File: src/rtl/cache_coherence_hub.sv
// Coherence hub: round-robin arbitration of per-cache write events and
// broadcast of each accepted write as an invalidate/update snoop to all other caches.
module cache_coherence_hub #(
  parameter int NUM_CACHES  = 2,
  parameter int ADDR_W      = 16,
  parameter int DATA_W      = 16,
  parameter int UPDATE_MODE = 0
) (
  input  logic                                         clk,
  input  logic                                         rst,
  input  logic [NUM_CACHES-1:0]                        wr_valid,
  output logic [NUM_CACHES-1:0]                        wr_ready,
  input  logic [NUM_CACHES*ADDR_W-1:0]                 wr_addr,
  input  logic [NUM_CACHES*DATA_W-1:0]                 wr_data,
  output logic [NUM_CACHES-1:0]                        snoop_valid,
  output logic [ADDR_W-1:0]                            snoop_addr,
  output logic [DATA_W-1:0]                            snoop_data,
  output logic                                         snoop_update,
  input  logic [NUM_CACHES-1:0]                        snoop_ack,
  output logic                                         busy,
  output logic [((NUM_CACHES > 1) ? $clog2(NUM_CACHES) : 1)-1:0] src_id
);

  localparam int SRC_W = (NUM_CACHES > 1) ? $clog2(NUM_CACHES) : 1;
  localparam logic [SRC_W-1:0] LAST_RST = SRC_W'(NUM_CACHES - 1);
  localparam logic [0:0] ST_IDLE  = 1'b0;
  localparam logic [0:0] ST_SNOOP = 1'b1;

  logic [0:0]            state_q, state_d;
  logic [NUM_CACHES-1:0] pending_q, pending_d;
  logic [ADDR_W-1:0]     addr_q, addr_d;
  logic [DATA_W-1:0]     data_q, data_d;
  logic                  update_q, update_d;
  logic [SRC_W-1:0]      src_q, src_d;
  logic [SRC_W-1:0]      last_grant_q, last_grant_d;

  logic                  win_found_s;
  logic [SRC_W-1:0]      win_idx_s;
  logic [SRC_W-1:0]      cand_s;
  int                    cand_i_s;
  logic [NUM_CACHES-1:0] win_oh_s;

  // Round-robin search: first valid index upward from last_grant+1, wrapping.
  always_comb begin
    win_found_s = 1'b0;
    win_idx_s   = '0;
    cand_i_s    = 0;
    cand_s      = '0;
    for (int k = 1; k <= NUM_CACHES; k++) begin
      cand_i_s = int'(last_grant_q) + k;
      if (cand_i_s >= NUM_CACHES) begin
        cand_i_s = cand_i_s - NUM_CACHES;
      end else begin
        cand_i_s = cand_i_s;
      end
      cand_s = cand_i_s[SRC_W-1:0];
      if (!win_found_s && wr_valid[cand_s]) begin
        win_found_s = 1'b1;
        win_idx_s   = cand_s;
      end else begin
        win_found_s = win_found_s;
      end
    end
  end

  // Next-state logic for the IDLE/SNOOP controller.
  always_comb begin
    state_d      = state_q;
    pending_d    = pending_q;
    addr_d       = addr_q;
    data_d       = data_q;
    update_d     = update_q;
    src_d        = src_q;
    last_grant_d = last_grant_q;
    wr_ready     = '0;
    win_oh_s     = '0;
    if (win_found_s) begin
      win_oh_s[win_idx_s] = 1'b1;
    end else begin
      win_oh_s = '0;
    end
    case (state_q)
      ST_IDLE: begin
        wr_ready = win_oh_s;
        if (win_found_s) begin
          state_d      = ST_SNOOP;
          pending_d    = ~win_oh_s;
          addr_d       = wr_addr[int'(win_idx_s)*ADDR_W +: ADDR_W];
          data_d       = (UPDATE_MODE != 0) ? wr_data[int'(win_idx_s)*DATA_W +: DATA_W] : '0;
          update_d     = (UPDATE_MODE != 0);
          src_d        = win_idx_s;
          last_grant_d = win_idx_s;
        end else begin
          state_d = ST_IDLE;
        end
      end
      ST_SNOOP: begin
        // Acks on bits that are not pending simply have nothing to clear.
        pending_d = pending_q & ~snoop_ack;
        if (pending_d == '0) begin
          state_d  = ST_IDLE;
          addr_d   = '0;
          data_d   = '0;
          update_d = 1'b0;
        end else begin
          state_d = ST_SNOOP;
        end
      end
      default: begin
        state_d   = ST_IDLE;
        pending_d = '0;
      end
    endcase
  end

  // State and output registers with synchronous reset.
  always_ff @(posedge clk) begin
    if (rst) begin
      state_q      <= ST_IDLE;
      pending_q    <= '0;
      addr_q       <= '0;
      data_q       <= '0;
      update_q     <= 1'b0;
      src_q        <= '0;
      last_grant_q <= LAST_RST;
    end else begin
      state_q      <= state_d;
      pending_q    <= pending_d;
      addr_q       <= addr_d;
      data_q       <= data_d;
      update_q     <= update_d;
      src_q        <= src_d;
      last_grant_q <= last_grant_d;
    end
  end

  assign snoop_valid  = pending_q;
  assign snoop_addr   = addr_q;
  assign snoop_data   = data_q;
  assign snoop_update = update_q;
  assign busy         = (state_q == ST_SNOOP);
  assign src_id       = src_q;

endmodule

File: config.mk
export PLATFORM = sky130hd
export DESIGN_NAME = cache_coherence_hub
export DESIGN_NICKNAME = d
export VERILOG_FILES = /design/src/rtl/cache_coherence_hub.sv
export SDC_FILE = /design/constraint.sdc
export NUM_CORES = 1
export LEC_CHECK = 0
export CAP_MARGIN = 20
export CORE_UTILIZATION = 28
export CTS_CLUSTER_DIAMETER = 100
export CTS_CLUSTER_SIZE = 10
export DETAILED_ROUTE_END_ITERATION = 7
export PLACE_DENSITY = 0.79
export RECOVER_POWER = 100
export SLEW_MARGIN = 30
export SYNTH_ARGS = -nofsm -noshare
export SYNTH_HDL_FRONTEND = slang
export SYNTH_SLANG_ARGS = --single-unit
File: constraint.sdc
create_clock -name clk -period 1.72 [get_ports clk]
set_input_delay 0.516 -clock clk [delete_from_list [all_inputs] [get_ports clk]]
set_output_delay 0.516 -clock clk [all_outputs]
set_load 0.03 [all_outputs]
## Yosys cells after proc, flatten, opt, wreduce, memory -nomap -nowiden

Index checks and enable logic that the tools add are counted.
Widths: inputs -> output; s select.

- Div/mod/pow operators: 0
- $mul: 0
- Eq/ne operators: 2
- Reductions and logical operators: 6
- Order comparisons: 6
- Add/subtract/negate cells: 4
- Bitwise operators: 4
- Mux-type cells: 27
- Shifts and indexed selects: 1

Operator list:

| cell | number |
|---|---|
| $pmux 16 s2 | 2 |
| $mux 16 | 3 |
| $shiftx 32x6->16 | 1 |
| $mux 1 | 15 |
| $lt 1x2->1 const B | 3 |
| $mux 2 | 3 |
| $not 2->2 | 2 |
| $pmux 1 s2 | 2 |
| $pmux 2 s2 | 1 |
| $reduce_and 2->1 | 2 |
| $add 1x2->3 const B | 1 |
| $ge 3x2->1 const B | 1 |
| $add 1x1->2 const B | 1 |
| $and 2x2->2 | 1 |
| $ge 2x2->1 const B | 1 |
| $logic_and 1x1->1 | 2 |
| $logic_not 2->1 | 1 |
| $ne 2x1->1 const B | 1 |
| $ne 2x2->1 const B | 1 |
| $sub 1x1->1 const B | 2 |
| $demux 1 s1 | 1 |
| $ge 1x1->1 const B | 1 |
| $logic_not 1->1 | 1 |
| $not 1->1 | 1 |

- Bits of input ports: 70
- Latch bits: 0
- RAM bits: 0
- Output and inout bits: 39
- Flip-flop bits (word level): 38
- Word-level logic and storage cells: 57
- Memories kept: 0
- Bits in read-only memories: 0

## Logic depth before layout (Yosys ltp)

Gate-level depths: netlist (run 1).

- Word-level depth: 17
- Mapped depth: 6
- Gate-level depth less buffers: 4

## Least setup slack after synthesis (run 1)

OpenSTA, ideal clock, no wires.

- Kind: register to output
- From: register state_q (netlist: busy)
- To: output port wr_ready[0]
- Data arrival time: 1.224 ns
- Buffers on the path: 1
- Required time: 1.204 ns
- Cell stages (with the launch flop): 4
- Slack: -0.020 ns
- Path through: dfxtp_1 -> buf_6 -> nand2b_1 -> nor2_1

- Cells in the longest elaborated chain, start to end: 1

RTL lines:

| element | RTL line | source |
|---|---|---|
| from (decl) | 29 | `logic [0:0] state_q, state_d;` |
| from (signal assigned) | 127 | `state_q <= state_d;` |
| $mux 2 | 82 | `case (state_q)` |
| to (decl) | 12 | `output logic [NUM_CACHES-1:0] wr_ready,` |

Every way passes these cells.

## Final worst setup path (run 1)

Same ends and word-level chain as after synthesis.

==> results.toml, run 1 <==
[synth]
async_flop_share_pct = 0
synthTopCellsByCount = "dfxtp_1 (21), buf_4 (18), a221o_1 (16)"
netlist_area_sq_um = 1030
synth_warnings = 0
synth-adder-area-share_pct = 0
synth-simple-area-share_pct = 19.2
yosys_most_used_dff = "dfxtp_1"
synthDistinctLibCells = 26
synth_xor_area_share_pct = 0
synthCells = 103
yosysTopAreaCell = "dfxtp_1"
synth-compound-area-share_pct = 22.4
yosys.area.top_type_share_pct = 40.7
muxShareOfSynthArea_pct = 0
synth_seq_cells = 21
yosys.cell_count.top_type = "dfxtp_1"
synth_enable_flop_cells = 0
synth_top_family_by_area = "compound AO/OA/AOI/OAI gates"
synth_area_leaders = "dfxtp_1 (41%), a221o_1 (16%), buf_4 (13%), and2_0 (9.1%), buf_6 (2.2%)"
ys_seq_area_share_pct = 40.7
syn_avg_cell_area_sq_um = 10.0

[cts]
cts.htree.levels = 1
clock_latency_ns = 0.25
clockRootBuffer = "clkbuf_8"
cts_buffers = 3
cts_tree = "built"
cts_hold_buf = 0
path_clk_slew_ns = 0.07
cts_num_sinks = 21
clockBufferDepth = 2

[global_route]
antenna_found_initial = 0
grt_pass1_wl_um = 4300
grt_use_total_pct = 14.2
grt_overflow = 0
first_global_vias = 913
grt_max_degree = 17

[floorplanning]
core-area_sq_um = 3440
start_util_pct = 30.0
rows = 21
io_pins = 109
die_area_sq_um = 3930
die_x_um = 62.7
die_h_um = 62.7

[timing]
post-route-period-util_pct = 98.2
slew_violations = 0
tns_ns = 0
fin_skew_ns = 0.00185
setup_viol_count_final = 0
period_minus_slack_ns = 1.69
rsz0062_at_grt = "yes"
clock.fmax_ghz = 0.592
worst_slack_ns = 0.0313
finalHoldViolations = 0

[worst_setup_path]
worstSetupPathType = "reg2out"
reg2regPathDepth = 5
worstPathArrival_ns = 1.17
cp.required_ns = 1.20
timing.critical_path.to_type = "primary output"
crit_path_max_fanout = 6
critPathLaunchType = "flip-flop"

[drt]
drt_iter0_drc = 31
postRouteAntennaNets = 0
route.vias.total = 946
drt_first_pass_iters = 4
viasPerCell = 4.36
drt_wl_total_um = 2600
post-route-drc-count = 0
post_drt_wl_per_cell_um = 12.0

[placed_design]
dp_slack_ns = -0.546
dpl_cell_area_sq_um = 1640
hpwl_um = 1880
place_congestion = 0.749
io_buffers = 59

[layout]
drive_above_1_share_pct = 18.7
diodes = 0
syn_to_final_growth_pct = 67.6
fillers = 328
stdcell_area_sq_um = 1730
final_net_count = 242

[worst_hold_path]
worstHoldPathType = "reg2reg"
hold_depth = 2

[power_and_ir_drop]
p_leak_nw = 0.799
ir_worst_vdd_mv = 0.253
powerDensity_nw_per_um2 = 749

[run_status]
status = "complete, no violations"

[job]
drv_cap = 0
==> power by group <==
group / switching [mW] / internal [mW]
logic: 0.237 / 0.194
clock network: 0.150 / 0.161
registers: 0.0258 / 0.529
total: 0.413 / 0.883
==> state kept, by name, indices dropped and copies added (netlist names) <==
register / cells
busy: 1
src_id: 1
last_grant_q: 1
snoop_addr: 16
snoop_valid: 2
==> worst max-delay path, cell delays in order (launching register included) <==
cell,delay [ns]
dfxtp_4,0.37
nand2b_4,0.16
buf_6,0.13
nor2_4,0.12
buf_6,0.14
==> metrics by stage <==
| stage | cells | utilization, % | hold slack, ns | power (mW) |
|---|---|---|---|---|
| finish | 217 | 50.3 | 0.473 | 1.30 |
| global route | 217 | 50.3 | 0.501 | 1.37 |
| CTS | 216 | 49.7 | 0.476 | 1.31 |
| detailed placement | 211 | 47.6 | 0.467 | 0.999 |
| global placement | 211 | 47.6 | 0.460 | 0.993 |
| floorplan | 119 | - | 0.496 | 0.829 |
==> logic make-up after synthesis <==
group                  Yosys count
flip-flops                      21
AO/OA/AOI/OAI                   24
buffers and inverters           25
other                            1
AND/OR/NAND/NOR                 32
==> what timing repair did <==
action / 4_1_cts / 5_1_grt
resized for setup: 39 / 9
cloned: 1 / 0
pin swaps: 0 / 4
buffers inserted: 0 / 2
endpoints found under the setup margin: 38 / 18
==> placed cells by master (no fill, tap or decap), drive strengths merged, types with 2 or more instances in the layout <==
cell type	netlist	final
nor3	2	2
buf	22	14
dfxtp	21	21
clkbuf	0	3
conb	1	17
clkdlybuf4s50	0	32
and2	15	15
inv	3	3
a221o	16	16
nor2	4	4
dlymetal6s2s	0	2
nand2b	3	3
dlygate4sd2	0	21
o21ai	1	2
a21oi	2	2
nand2	4	4
==> cell type report <==
type                       count  area, sq um  area share (%)
clock buffer                   3         41.3            2.39
clock inverter                 1         5.00           0.289
sequential                    21          425            24.6
timing repair buffer          69          648            37.5
multi-input combinational     74          542            31.3
inverter                       3         11.3           0.651
tap                           46         57.6            3.33
==> routing by layer <==
| layer | GRT usage (%) | part of all wire (%) | vias up | routed length [um] |
|---|---|---|---|---|
| met1 | 16.9 | 44 | 433 | 1150 |
| met5 | 0 | 0 | - | 0 |
| met3 | 2.37 | 5.0 | 2 | 130 |
| met4 | 5.23 | 1.0 | 0 | 27 |
| met2 | 25.1 | 50 | 38 | 1290 |
| li1 | - | - | 473 | - |
==> final timing paths <==
path	slack (ns)	to	from
max	0.03	wr_ready[0]	busy
min	0.47	src_id	src_id
max reg2reg	0.24	snoop_addr[0]	last_grant_q
min reg2reg	0.47	src_id	src_id
No activity file was read; power rests on OpenSTA's default activity.
==> inputs of run 2 (changes only) <==
Settings changed: CORE_MARGIN from default to 2, CTS_CLUSTER_DIAMETER 100 to default.
==> run 2 against run 1 <==
  * Final area barely moved
  * Setup slack improved by 0.0084 ns
  * Critical path type unchanged
  * Largest power group unchanged
  * Flip-flop and latch count unchanged
  * Combinational power up 2%
  * Total power increased by 1.2%
  * Critical endpoint unchanged
  * Global-route usage fell by 0.077 points
  * Non-clock buffer count up 4
==> results.toml, run 2 (synthesis results as in run 1) <==
[floorplanning]
die_h_um = 64.7
io_pins = 109
core-area_sq_um = 3610
die_area_sq_um = 4190
die_x_um = 64.7
rows = 22
start_util_pct = 28.6

[timing]
rsz0062_at_grt = "yes"
holdWs_ns = 0.463
fin_skew_ns = 0.00340
finalHoldViolations = 0
period_minus_slack_ns = 1.68
setup_viol_count_final = 0
post-route-period-util_pct = 97.7
clock.fmax_ghz = 0.595
slew_violations = 0

[layout]
final_common_cell = "clkdlybuf4s50_1"
final_core_util_pct = 48.0
drive_above_1_share_pct = 19.4
syn_to_final_growth_pct = 67.8
instances_no_fill = 223
final_cell_mix = "clkdlybuf4s50_1 (34), dlygate4sd2_1 (20), dfxtp_1 (19), conb_1 (17), a221o_1 (16)"
fillers = 350
final_net_count = 246
diodes = 0
largest_reg_flops = 16

[worst_setup_path]
path_delay_family = "flip-flops"
critPathLaunchType = "flip-flop"
critical_path.startpoint = "busy"
path_cells = "nand2b_4 -> buf_4 -> nor2_4 -> buf_6"
cp_num_buf_inv = 2
worstSetupPathType = "reg2out"
reg2regPathDepth = 5
r2r_setup_slack_ns = 0.31
cp.required_ns = 1.20
cp.depth = 4
timing.critical_path.to_type = "primary output"
timing.rr.start = "busy"
cpMaxStageDelayCell = "dfxtp_2"
critPathMaxStageDelay_ns = 0.36
crit_path_max_fanout = 7
worstPathArrival_ns = 1.16
reg2reg_to = "snoop_addr[15]"
endpoint = "wr_ready[0]"

[global_route]
grt_max_degree = 17
grt_overflow = 0
antenna_found_initial = 0
grt_pass1_wl_um = 4560
first_global_vias = 972
grt_use_total_pct = 14.1

[power_and_ir_drop]
p_sw_share_pct = 32.0
ir_worst_vdd_mv = 0.299
p_comb_share_pct = 33.4
p_leak_nw = 0.788
p_int_uw = 892
clockPowerShare_pct = 24.3
seqPwrFrac_pct = 42.3
powerDensity_nw_per_um2 = 758
power_switching_uw = 420

[placed_design]
hpwl_um = 2090
io_buffers = 59
place_inst = 215
place_congestion = 0.873

[drt]
drt_wl_total_um = 2880
drt_first_pass_iters = 4
post_drt_wl_per_cell_um = 12.9
post-route-drc-count = 0
viasPerCell = 4.31
route.vias.total = 962
drt_iter0_drc = 12
postRouteAntennaNets = 0

[cts]
cts_buffers = 3
cts_num_sinks = 21
path_clk_slew_ns = 0.08
clockBufferDepth = 2
clock_latency_ns = 0.25
clockRootBuffer = "clkbuf_8"
cts_tree = "built"
cts.htree.levels = 1

[job]
drv_cap = 0

[run_status]
status = "complete, no violations"

[worst_hold_path]
worstHoldPathType = "reg2reg"
## run 2: cell types whose count changed in the layout (fill, tap and decap cells not counted), sizes merged
cell / before / now
dlymetal6s2s: 2 / 0
buf: 14 / 17
clkdlybuf4s50: 32 / 34
clkbuf: 3 / 6
dlygate4sd2: 21 / 20
clkinv: 1 / 0
## run 2: worst min path at each step
stage / start / end / cells after the start
2_1_floorplan: last_grant_q / last_grant_q / 1
3_3_place_gp: src_id / src_id / 2
3_5_place_dp: src_id / src_id / 2
4_1_cts: src_id / src_id / 2
5_1_grt: snoop_addr[6] / snoop_addr[6] / 1
6_report: src_id / src_id / 2
## run 2: final cells by class
class                           instances  area, sq um  share of cell area (%)
Tap cell                               48         60.1                    3.47
Multi-Input combinational cell         74          529                    30.6
Inverter                                3         11.3                   0.650
Timing Repair Buffer                   73          663                    38.3
Sequential cell                        21          423                    24.4
Clock buffer                            4         45.0                    2.60
## run 2: power groups by stage
stage / combinational (mW) / sequential [mW] / clock, mW
5_1_grt: 0.466 / 0.559 / 0.362
2_1_floorplan: 0.190 / 0.639 / 0
3_3_place_gp: 0.434 / 0.567 / 0
3_5_place_dp: 0.439 / 0.566 / 0
6_report: 0.438 / 0.555 / 0.319
4_1_cts: 0.438 / 0.556 / 0.336
## run 2: through the flow
stage               setup WS (ns)  total power, mW  TNS (ns)  instance area (sq um)
floorplan                   0.109            0.829         0                   1090
global route             -0.00526             1.39  -0.00526                   1730
global placement           -0.490             1.00     -8.58                   1650
finish                     0.0397             1.31         0                   1730
detailed placement         -0.543             1.00     -9.22                   1650
CTS                       -0.0183             1.33   -0.0183                   1730
## run 2: routing by layer
layer / routed length, um / vias to the layer above / GRT usage (%)
li1: - / 481 / -
met1: 1260 / 430 / 16.9
met2: 1360 / 47 / 24.1
met3: 236 / 4 / 3.99
met4: 29 / 0 / 4.52
met5: 0 / - / 0
## run 2: repair_timing
item,CTS,global route
hold buffers,0,0
endpoints found under the setup margin,37,3
gates cloned,1,0
pin swaps,2,3
buffers inserted,2,2
gates resized for setup,39,2
## run 2: worst min-delay path, cell delays in order, from the launching register on
cell	delay, ns
dfxtp_1	0.31
nand2_1	0.05
a21oi_1	0.06
==> inputs of run 3 (changes only) <==
Settings changed: CAP_MARGIN 20 to default, CELL_PAD_IN_SITES_DETAIL_PLACEMENT from default to 0, CELL_PAD_IN_SITES_GLOBAL_PLACEMENT from default to 1, CORE_UTILIZATION 28 to 18, GPL_ROUTABILITY_DRIVEN from default to 0, PLACE_DENSITY 0.79 to default, PLACE_DENSITY_LB_ADDON from default to 0.1.
==> run 3 against run 2 <==
  * Flip-flop and latch count stayed put
  * Core utilization decreased by 16 points
  * Via count is 2.1% higher
  * Highest routed layer unchanged
  * Total power increased by 1.3%
  * Largest cell class unchanged
  * Sequential power about the same
  * Critical path type unchanged
==> results.toml, run 3 (synthesis results as in run 1) <==
[cts]
cts.htree.levels = 1
cts_tree = "built"
cts_hold_buf = 0
clock_latency_ns = 0.26
cts_buffers = 3
path_clk_slew_ns = 0.08
clockBufferDepth = 2
cts_num_sinks = 21
clockRootBuffer = "clkbuf_8"

[layout]
instances_no_fill = 247
syn_to_final_growth_pct = 71.0
final_core_util_pct = 32.1
multi_input_area_sq_um = 529
fillers = 585
final_net_count = 246
regArea_sq_um = 423
drive_above_1_share_pct = 20.0
final_common_cell = "clkdlybuf4s50_1"
final_cell_mix = "clkdlybuf4s50_1 (34), dlygate4sd2_1 (20), dfxtp_1 (19), conb_1 (17), a221o_1 (16)"
largest_reg_flops = 16
diodes = 0

[global_route]
antenna_found_initial = 0
grt_max_degree = 17
grt_use_total_pct = 10.5
first_global_vias = 1015
grt_overflow = 0
grt_pass1_wl_um = 5110

[placed_design]
place_inst = 238
io_buffers = 59
hpwl_um = 2360
dp_slack_ns = -0.591

[power_and_ir_drop]
ir_worst_vdd_mv = 0.373
powerDensity_nw_per_um2 = 753
p_leak_nw = 0.792

[timing]
finalHoldViolations = 0
relSlewSlack_pct = 65.9
slew_violations = 0
holdWs_ns = 0.466
clock.fmax_ghz = 0.582
tightest_slew_ns = 0.510
fin_skew_ns = 0.00897
post-route-period-util_pct = 99.9
setup_viol_count_final = 0
period_minus_slack_ns = 1.72
worst_slack_ns = 0.000905
rsz0062_at_grt = "yes"
tns_ns = 0

[drt]
drt_wl_total_um = 3330
drt_first_pass_iters = 4
viasPerCell = 3.98
post-route-drc-count = 0
postRouteAntennaNets = 0
drt_iter0_drc = 23
route.vias.total = 982
post_drt_wl_per_cell_um = 13.5

[worst_setup_path]
cp.required_ns = 1.20
critPathLaunchType = "flip-flop"
worstPathArrival_ns = 1.20
timing.critical_path.to_type = "primary output"
worstSetupPathType = "reg2out"
crit_path_max_fanout = 4

[job]
drv_cap = 0

[worst_hold_path]
worstHoldPathType = "reg2reg"

[floorplanning]
io_pins = 109
rows = 27
die_h_um = 79.7
core-area_sq_um = 5510
start_util_pct = 18.7
die_x_um = 79.7
die_area_sq_um = 6360

[run_status]
status = "complete, no violations"
[run 3: power breakdown]
part | internal (mW) | switching (mW)
Clock | 0.161 | 0.169
Combinational | 0.199 | 0.245
Sequential | 0.529 | 0.0259
Total | 0.889 | 0.440
[run 3: final cells by class]
type | instances | area share (%)
Tap cell | 72 | 5.10
Clock buffer | 3 | 2.34
Sequential cell | 21 | 24.0
Inverter | 3 | 0.638
Multi-Input combinational cell | 74 | 30.0
Clock inverter | 1 | 0.283
Timing Repair Buffer | 73 | 37.7
[run 3: final timing paths]
| path | start | end | slack (ns) | depth (start not counted) |
|---|---|---|---|---|
| setup / recovery | last_grant_q | wr_ready[0] | 0.0009 | 4 |
| hold reg to reg | src_id | src_id | 0.47 | 2 |
| hold / removal | src_id | src_id | 0.47 | 2 |
| setup reg to reg | last_grant_q | snoop_addr[11] | 0.22 | 5 |
[run 3: through the flow]
| stage | total power, mW | cell area, sq um |
|---|---|---|
| after floorplan | 0.829 | 1090 |
| after global placement | 1.01 | 1680 |
| after detailed placement | 1.01 | 1680 |
| after CTS | 1.35 | 1780 |
| after global routing | 1.40 | 1770 |
| final | 1.33 | 1770 |
[run 3: critical path, stage by stage, from the launching register on]
cell     delay [ns]
dfxtp_2        0.36
and2b_2        0.23
buf_6          0.12
nor2_4         0.10
buf_6          0.14
[run 3: timing repair]
action                     CTS  global route
pin swaps                    2             2
cloned                       1             0
buffers inserted             4             0
setup endpoints to repair   37            12
resized for setup           42             1
[run 3: metal layers]
layer	share of wire [%]	global-route usage (%)	routed length, um
met5	0	0	0
met4	0.30	2.07	10
met1	45	13.6	1490
met3	8.7	3.17	289
met2	46	17.4	1540
